### config.mk
export PLATFORM = sky130hd
export DESIGN_NAME = mem_port_arbiter
export DESIGN_NICKNAME = d
export VERILOG_FILES = /design/src/rtl/mem_port_arbiter_pkg.sv /design/src/rtl/mem_port_arbiter_arb_pick.sv /design/src/rtl/mem_port_arbiter.sv
export SDC_FILE = /design/constraint.sdc
export NUM_CORES = 1
export LEC_CHECK = 0
export ABC_AREA = 1
export CORE_ASPECT_RATIO = 0.7
export CORE_UTILIZATION = 44
export CTS_CLUSTER_DIAMETER = 200
export CTS_CLUSTER_SIZE = 20
export DETAILED_ROUTE_END_ITERATION = 16
export PLACE_DENSITY = 0.86
export SETUP_SLACK_MARGIN = 0.4
export SLEW_MARGIN = 20
export SYNTH_ARGS = -nofsm -noshare
export SYNTH_HDL_FRONTEND = slang
export SYNTH_SLANG_ARGS = --single-unit
export TNS_END_PERCENT = 50
### constraint.sdc
create_clock -name clk_i -period 3.7 [get_ports clk_i]
set_input_delay 0.74 -clock clk_i [delete_from_list [all_inputs] [get_ports clk_i]]
set_output_delay 0.74 -clock clk_i [all_outputs]
set_load 0.02 [all_outputs]
### src/rtl/mem_port_arbiter_pkg.sv
// Shared definitions for the unified memory port arbiter: FSM states, requester IDs, defaults.
package mem_port_arbiter_pkg;

  typedef enum logic [1:0] {
    ST_IDLE  = 2'd0,
    ST_ISSUE = 2'd1,
    ST_WAIT  = 2'd2,
    ST_RESP  = 2'd3
  } state_e;

  typedef enum logic {
    REQ_FETCH = 1'b0,
    REQ_DATA  = 1'b1
  } req_id_e;

  localparam int MEM_LATENCY_DEF = 1;
  localparam int CNT_W           = 4;

endpackage

### src/rtl/mem_port_arbiter_arb_pick.sv
// Two-requester winner select. MEM_ARB_ROUND_ROBIN_EN adds an alternating priority pointer;
// otherwise data always beats fetch.
module mem_port_arbiter_arb_pick
  import mem_port_arbiter_pkg::*;
(
`ifdef MEM_ARB_ROUND_ROBIN_EN
  input  logic    clk_i,
  input  logic    rst_i,
  input  logic    take_i,
`endif
  input  logic    fetch_req_i,
  input  logic    data_req_i,
  output req_id_e winner_o
);

`ifdef MEM_ARB_ROUND_ROBIN_EN
  req_id_e ptr_q;

  // Pointer hands priority to whoever lost the slot just taken.
  always_ff @(posedge clk_i or negedge rst_i) begin
    if (!rst_i)      ptr_q <= REQ_DATA;
    else if (take_i) ptr_q <= (winner_o == REQ_DATA) ? REQ_FETCH : REQ_DATA;
  end

  always_comb begin
    if (fetch_req_i && data_req_i) winner_o = ptr_q;
    else if (data_req_i)           winner_o = REQ_DATA;
    else                           winner_o = REQ_FETCH;
  end
`else
  assign winner_o = data_req_i ? REQ_DATA : REQ_FETCH;
`endif

endmodule

### src/rtl/mem_port_arbiter.sv
// Shares one memory port between fetch and load/store via IDLE/ISSUE/WAIT/RESP sequencing.
// Optional round-robin priority under MEM_ARB_ROUND_ROBIN_EN.
module mem_port_arbiter
  import mem_port_arbiter_pkg::*;
#(
  parameter int ADDR_W      = 32,
  parameter int DATA_W      = 32,
  parameter int MEM_LATENCY = MEM_LATENCY_DEF
) (
  input  logic                clk_i,
  input  logic                rst_i,
  input  logic                fetch_req_i,
  input  logic [ADDR_W-1:0]   fetch_addr_i,
  output logic                fetch_gnt_o,
  output logic                fetch_valid_o,
  output logic [DATA_W-1:0]   fetch_rdata_o,
  input  logic                data_req_i,
  input  logic                data_we_i,
  input  logic [ADDR_W-1:0]   data_addr_i,
  input  logic [DATA_W-1:0]   data_wdata_i,
  input  logic [DATA_W/8-1:0] data_be_i,
  output logic                data_gnt_o,
  output logic                data_valid_o,
  output logic [DATA_W-1:0]   data_rdata_o,
  output logic                mem_en_o,
  output logic                mem_we_o,
  output logic [ADDR_W-1:0]   mem_addr_o,
  output logic [DATA_W-1:0]   mem_wdata_o,
  output logic [DATA_W/8-1:0] mem_be_o,
  input  logic [DATA_W-1:0]   mem_rdata_i
);

  localparam int BE_W = DATA_W / 8;

  state_e              state_q, state_d;
  logic [CNT_W-1:0]    cnt_q, cnt_d;
  req_id_e             owner_q, winner;
  logic                we_q;
  logic [ADDR_W-1:0]   addr_q;
  logic [DATA_W-1:0]   wdata_q;
  logic [BE_W-1:0]     be_q;
  logic [DATA_W-1:0]   fetch_rdata_q, data_rdata_q;
  logic                take, capture, issue, resp;

  assign take    = (state_q == ST_IDLE) && (fetch_req_i || data_req_i);
  assign capture = (state_q == ST_WAIT) && (cnt_q == CNT_W'(1));

  mem_port_arbiter_arb_pick u_pick (
`ifdef MEM_ARB_ROUND_ROBIN_EN
    .clk_i       (clk_i),
    .rst_i       (rst_i),
    .take_i      (take),
`endif
    .fetch_req_i (fetch_req_i),
    .data_req_i  (data_req_i),
    .winner_o    (winner)
  );

  always_ff @(posedge clk_i or negedge rst_i) begin
    if (!rst_i) begin
      state_q <= ST_IDLE;
      cnt_q   <= '0;
    end else begin
      state_q <= state_d;
      cnt_q   <= cnt_d;
    end
  end

  always_comb begin
    state_d = state_q;
    cnt_d   = cnt_q;
    case (state_q)
      ST_IDLE:  if (fetch_req_i || data_req_i) state_d = ST_ISSUE;
      ST_ISSUE: begin
        cnt_d   = CNT_W'(MEM_LATENCY);
        state_d = ST_WAIT;
      end
      ST_WAIT: begin
        cnt_d = cnt_q - CNT_W'(1);
        if (cnt_q == CNT_W'(1)) state_d = ST_RESP;
      end
      ST_RESP:  state_d = ST_IDLE;
      default:  state_d = ST_IDLE;
    endcase
  end

  // Request fields are latched at selection so requesters may drop req_i right after gnt_o.
  always_ff @(posedge clk_i or negedge rst_i) begin
    if (!rst_i) begin
      owner_q       <= REQ_FETCH;
      we_q          <= 1'b0;
      addr_q        <= '0;
      wdata_q       <= '0;
      be_q          <= '0;
      fetch_rdata_q <= '0;
      data_rdata_q  <= '0;
    end else begin
      if (take) begin
        owner_q <= winner;
        if (winner == REQ_DATA) begin
          we_q    <= data_we_i;
          addr_q  <= data_addr_i;
          wdata_q <= data_wdata_i;
          be_q    <= data_be_i;
        end else begin
          we_q    <= 1'b0;
          addr_q  <= fetch_addr_i;
          wdata_q <= '0;
          be_q    <= '1;
        end
      end
      if (capture) begin
        if (owner_q == REQ_FETCH) fetch_rdata_q <= mem_rdata_i;
        else if (!we_q)           data_rdata_q  <= mem_rdata_i;
      end
    end
  end

  always_comb begin
    issue         = (state_q == ST_ISSUE);
    resp          = (state_q == ST_RESP);
    mem_en_o      = issue;
    mem_we_o      = issue && we_q;
    mem_addr_o    = issue ? addr_q  : '0;
    mem_wdata_o   = issue ? wdata_q : '0;
    mem_be_o      = issue ? be_q    : '0;
    fetch_gnt_o   = issue && (owner_q == REQ_FETCH);
    data_gnt_o    = issue && (owner_q == REQ_DATA);
    fetch_valid_o = resp  && (owner_q == REQ_FETCH);
    data_valid_o  = resp  && (owner_q == REQ_DATA);
    fetch_rdata_o = fetch_rdata_q;
    data_rdata_o  = data_rdata_q;
  end

endmodule
; ---- Word level (Yosys, flattened, before mapping)
; Cells that the tools add are included.
[op_classes]
n_eq_ne = 6
n_bitwise = 2
muxes = 12
reduce_logical = 13
addsub = 1
[ops]
columns = cell, count
row1 = 32-bit 2-to-1 mux, 4
row2 = 4-bit 2-to-1 mux, 2
row3 = 2-bit one-hot mux with 4 select lines, 1
row4 = 4-bit one-hot mux with 2 select lines, 1
row5 = 1-bit logical AND, 7
row6 = "2-bit equality test, second input constant", 2
row7 = "4-bit by 1-bit equality test with 1-bit output, second input constant", 1
row8 = 2-bit 2-to-1 mux, 2
row9 = "2-bit by 1-bit != test with 1-bit output, second input constant", 2
row10 = 2-bit AND reduction, 2
row11 = "4-bit by 1-bit subtractor with 4-bit output, second input constant", 1
row12 = 3-bit AND reduction, 1
row13 = "2-bit by 1-bit equality test with 1-bit output, second input constant", 1
row14 = 2-bit logical NOT, 1
row15 = 1-bit 2-to-1 mux, 2
row16 = 1-bit NOT, 2
row17 = 2-bit nonzero test, 1
row18 = 1-bit logical OR, 1
[word_totals]
wordCells = 43
output_inout_bits = 138
register_bits = 140

; ---- Depth between registers and ports, before layout
[depth]
ltp_word = 3
mapped_depth = 9
mapped_depth_nobuf = 7

; ---- Cells and area by module
; From an unflattened synthesis, not the netlist that was laid out.
[unflattened]
cells_unflattened = 891
area_unflattened_um2 = 6652.6
[by_module_without_submodules]
columns = module, area_each_um2, cells_each, n_inst
row1 = mem_port_arbiter, 6645.1, 890, 1
row2 = mem_port_arbiter_arb_pick, 7.5, 1, 1

; ---- Worst setup path after synthesis
; Ideal clock, no wire load.
[synth_path]
path_kind = reg2out
from = register state_q[1]
to = output data_gnt_o
t_required_ns = 2.960
path_buffers = 2
path_stages_with_launch = 7
path_slack_ns = 1.486
arrival_time_ns = 1.474
path_cell_list = dfrtp_1 inv_1 ha_1 clkbuf_1 clkbuf_1 nand2_1 inv_1
[synth_via]
elab_chain_len = 2
[synth_rtl]
columns = element, line_no
row1 = from (decl), mem_port_arbiter.sv:35  ; state_e state_q, state_d;
row2 = from (signal assigned), mem_port_arbiter.sv:64  ; state_q <= state_d;
row3 = 2-bit by 1-bit equality test with 1-bit output, mem_port_arbiter.sv:120  ; issue = (state_q == ST_ISSUE);
row4 = named net mem_en_o, mem_port_arbiter.sv:25  ; output logic mem_en_o,
row5 = 1-bit logical AND, mem_port_arbiter.sv:128  ; data_gnt_o = issue && (owner_q == REQ_DATA);
row6 = to (decl), mem_port_arbiter.sv:22  ; output logic data_gnt_o,
; The timed path passes the listed nets, and every way through them passes these cells.

; ---- Worst setup path after layout
[layout_path]
from = register state_q[1]
to = output mem_addr_o[26]
[layout_via]
elab_chain_len = 2
[layout_rtl]
columns = element, line_no
row1 = 2-bit by 1-bit equality test with 1-bit output, mem_port_arbiter.sv:120
row2 = 32-bit 2-to-1 mux, mem_port_arbiter.sv:124  ; mem_addr_o = issue ? addr_q : '0;
row3 = to (decl), mem_port_arbiter.sv:27  ; output logic [ADDR_W-1:0] mem_addr_o,
; No other way between the ends.

==> flow_summary.yaml <==
run_status:
  outcome: "finished clean"
die:
  row_count: 37
  die_area_um2: 15800
  start_util_pct: 45.4
  num_io_pins: 275
  core_um2: 14800
  die_x_um: 150
  die_h_um: 105
finish:
  fill_cells: 1196
  ff_latch_area_um2: 3500
  fin_nets: 1282
  final_util_pct: 68.6
  antenna_cells: 0
  multiInputGateArea_um2: 2570
  drive_gt1_share_pct: 4.60
  area_delta_synth_final_pct: 51.1
clock_network:
  postCtsSetupRepairBufs: 0
  htree_levels: 4
  cts_max_path_buffers: 2
  cts_tree: "done"
  clock-root-buffer: "clkbuf_16"
  clkTransAtPathRegs_ps: 70
  cts_made_buffers: 17
  worstSkewPairLatency_ps: 410
  cts.sinks: 140
synthesis:
  synth-seq-cells: 140
  synth_compound_area_share_pct: 0.651
  yosysWarningCount: 0
  synth-simple-area-share_pct: 36.1
  synthDistinctLibCells: 17
  ys_seq_area_share_pct: 52.1
  avgSynthCellArea_um2: 7.55
  syn_inst: 890
  yosys-mux-area-fraction_pct: 0
  synthXorXnorAreaFrac_pct: 0
  synthesis.nets: 1033
  synth_adder_area_share_pct: 1.12
  synth_area_um2: 6720
  synth_top_family_by_area: "simple AND/OR/NAND/NOR gates"
sta:
  fin_skew_ps: 9.60
  final_max_slew_viol_count: 0
  tns_ps: 0
  period_minus_slack_ps: 3010
  setup_ws_ps: 687
  hold_viol: 0
  finalCritPeriodShare_pct: 81.4
  rsz0062_at_grt: "no"
  timing.slew.headroom_pct: 35.6
  timing.fmax_mhz: 332
  setup_viol: 0
  tightestPinTransition_ps: 964
pwr:
  p_switching_mw: 3.69
  power_frac_comb_pct: 47.8
  clkPwrFrac_pct: 21.6
  p_int_mw: 5.21
  p_leak_nw: 5.45
  ir_worst_vdd_mv: 0.442
  power.total_mw: 8.90
  p_per_area_nw_per_um2: 876
  seq_power_share_pct: 30.6
  switching_share_pct: 41.4
route:
  drt_wl_total_um: 19700
  vias: 6599
  drtIter0Drc: 491
  wl_per_cell_um: 14.6
  antenna_left: 0
  drc: 0
  dr.pass1.iters: 8
  via_per_inst: 4.90
grt:
  grt_pass1_vias: 6416
  grt_antenna_before_repair: 0
  grt-ovfl-total: 0
  grt_start_max_net_pins: 92
  grt_pass1_wl_um: 32100
  track_usage_pct: 25.8
hold_path:
  hold_class: "in -> async"
placement:
  dp_hpwl_um: 13700
  routabilityCongestion: 0.836
  pre_cts_slack_ps: 940
  port_buffers: 274
setup_path:
  worstReg2RegEnd: "wdata_q[10]"
  critPathRequiredTime_ps: 2960
  r2r_slack_ps: 1400
  crit_path_end_kind: "primary output"
  cp_max_fo: 40
  startpoint: "state_q[1]"
  worstPathArrival_ps: 2270
  r2r-start: "state_q[0]"
  crit_path_start_kind: "flop"
  crit_path_end: "mem_addr_o[26]"
  path_class: "reg -> out"
  rr_worst_depth: 7
run:
  maxCapViolCount: 0
[sequential cells by signal (all words and copies together) (netlist names)]
register,cells
fetch_rdata_o,32
cnt_q,4
wdata_q,32
we_q,1
addr_q,32
data_rdata_o,32
state_q,2
be_q,4
owner_q,1
[worst min path at each step]
stage	from	end	depth (start not counted)	slack, ps
global route	rst_i	data_rdata_o[28]	1	480
floorplan	rst_i	addr_q[0]	0	440
CTS	rst_i	fetch_rdata_o[29]	1	440
detailed placement	wdata_q[8]	wdata_q[8]	2	460
global placement	data_rdata_o[21]	data_rdata_o[21]	2	450
finish	rst_i	fetch_rdata_o[29]	1	410
[cell type report]
type                    count  share of cell area (%)
repair buffers            285                    28.1
well taps                 195                    2.40
inverters                  86                    3.19
multi-input cells         609                    25.3
flip-flops and latches    140                    34.5
clock inverters            14                    2.24
clock buffers              18                    4.32
[stage by stage]
step	instances	hold WS [ps]	cell area [um^2]
finish	1347	412	10200
global route	1347	475	10200
global placement	1315	453	9480
detailed placement	1315	459	9480
CTS	1347	441	10100
floorplan	890	442	6720
[placed cells by master (no fill, tap or decap)]
cell | synthesis | routed
nand2_1 | 504 | 504
clkdlybuf4s50_1 | 0 | 273
dfrtp_1 | 140 | 140
inv_1 | 83 | 83
nand4_1 | 65 | 65
nor2_1 | 19 | 19
clkbuf_16 | 0 | 17
buf_4 | 2 | 9
inv_6 | 0 | 7
o21ai_0 | 5 | 5
bufinv_16 | 0 | 5
nand3_1 | 4 | 4
ha_1 | 6 | 4
inv_2 | 3 | 2
nor2_4 | 2 | 2
a21oi_1 | 2 | 2
buf_12 | 0 | 2
a21oi_4 | 0 | 1
clkinv_2 | 0 | 1
nand4_2 | 1 | 1
ha_2 | 0 | 1
ha_4 | 0 | 1
clkinvlp_4 | 0 | 1
clkinv_4 | 0 | 1
clkbuf_8 | 0 | 1
buf_6 | 15 | 1
[critical path: stages (launching register included)]
cell             delay [ps]
dfrtp_1                 410
inv_1                   120
ha_4                    320
buf_12                  250
nand2_1                 100
inv_1                    60
clkdlybuf4s50_1         590
[per-layer routing]
metal  global-route usage, %  vias to the layer above  wire, um
li1                        -                     3198         -
met1                    33.4                     3078      8350
met2                    42.6                      291      9290
met3                    7.01                       32      1730
met4                    6.64                        0       302
met5                       0                        -         0
[what timing repair did]
item                       4_1_cts  5_1_grt
setup endpoints to repair        0        2
hold buffers                     0        0
gates resized for setup          0        1
[power groups by stage]
| stage | clock [mW] | combinational (mW) | sequential, mW |
|---|---|---|---|
| 6_report | 1.92 | 4.25 | 2.72 |
| 5_1_grt | 2.02 | 4.66 | 2.80 |
| 4_1_cts | 1.96 | 4.27 | 2.71 |
| 3_5_place_dp | 0 | 4.25 | 2.71 |
| 3_3_place_gp | 0 | 4.14 | 2.70 |
| 2_1_floorplan | 0 | 2.16 | 3.05 |
[cells in the mapped netlist (all sizes together)]
cell type,n,area share (%)
dfrtp,140,52
o21ai,5,0.37
ha,6,1.1
nand3,4,0.30
a21oi,3,0.28
nand4,66,6.2
nand2,504,28
inv,86,4.8
nor2,21,1.4
buf,38,4.3
clkbuf,17,0.95
[cell families after synthesis]
group / Yosys count
buf+inv: 141
flops: 140
compound gates: 8
simple gates: 595
fa+ha+maj: 6
Power figures use the tool's default switching activity.
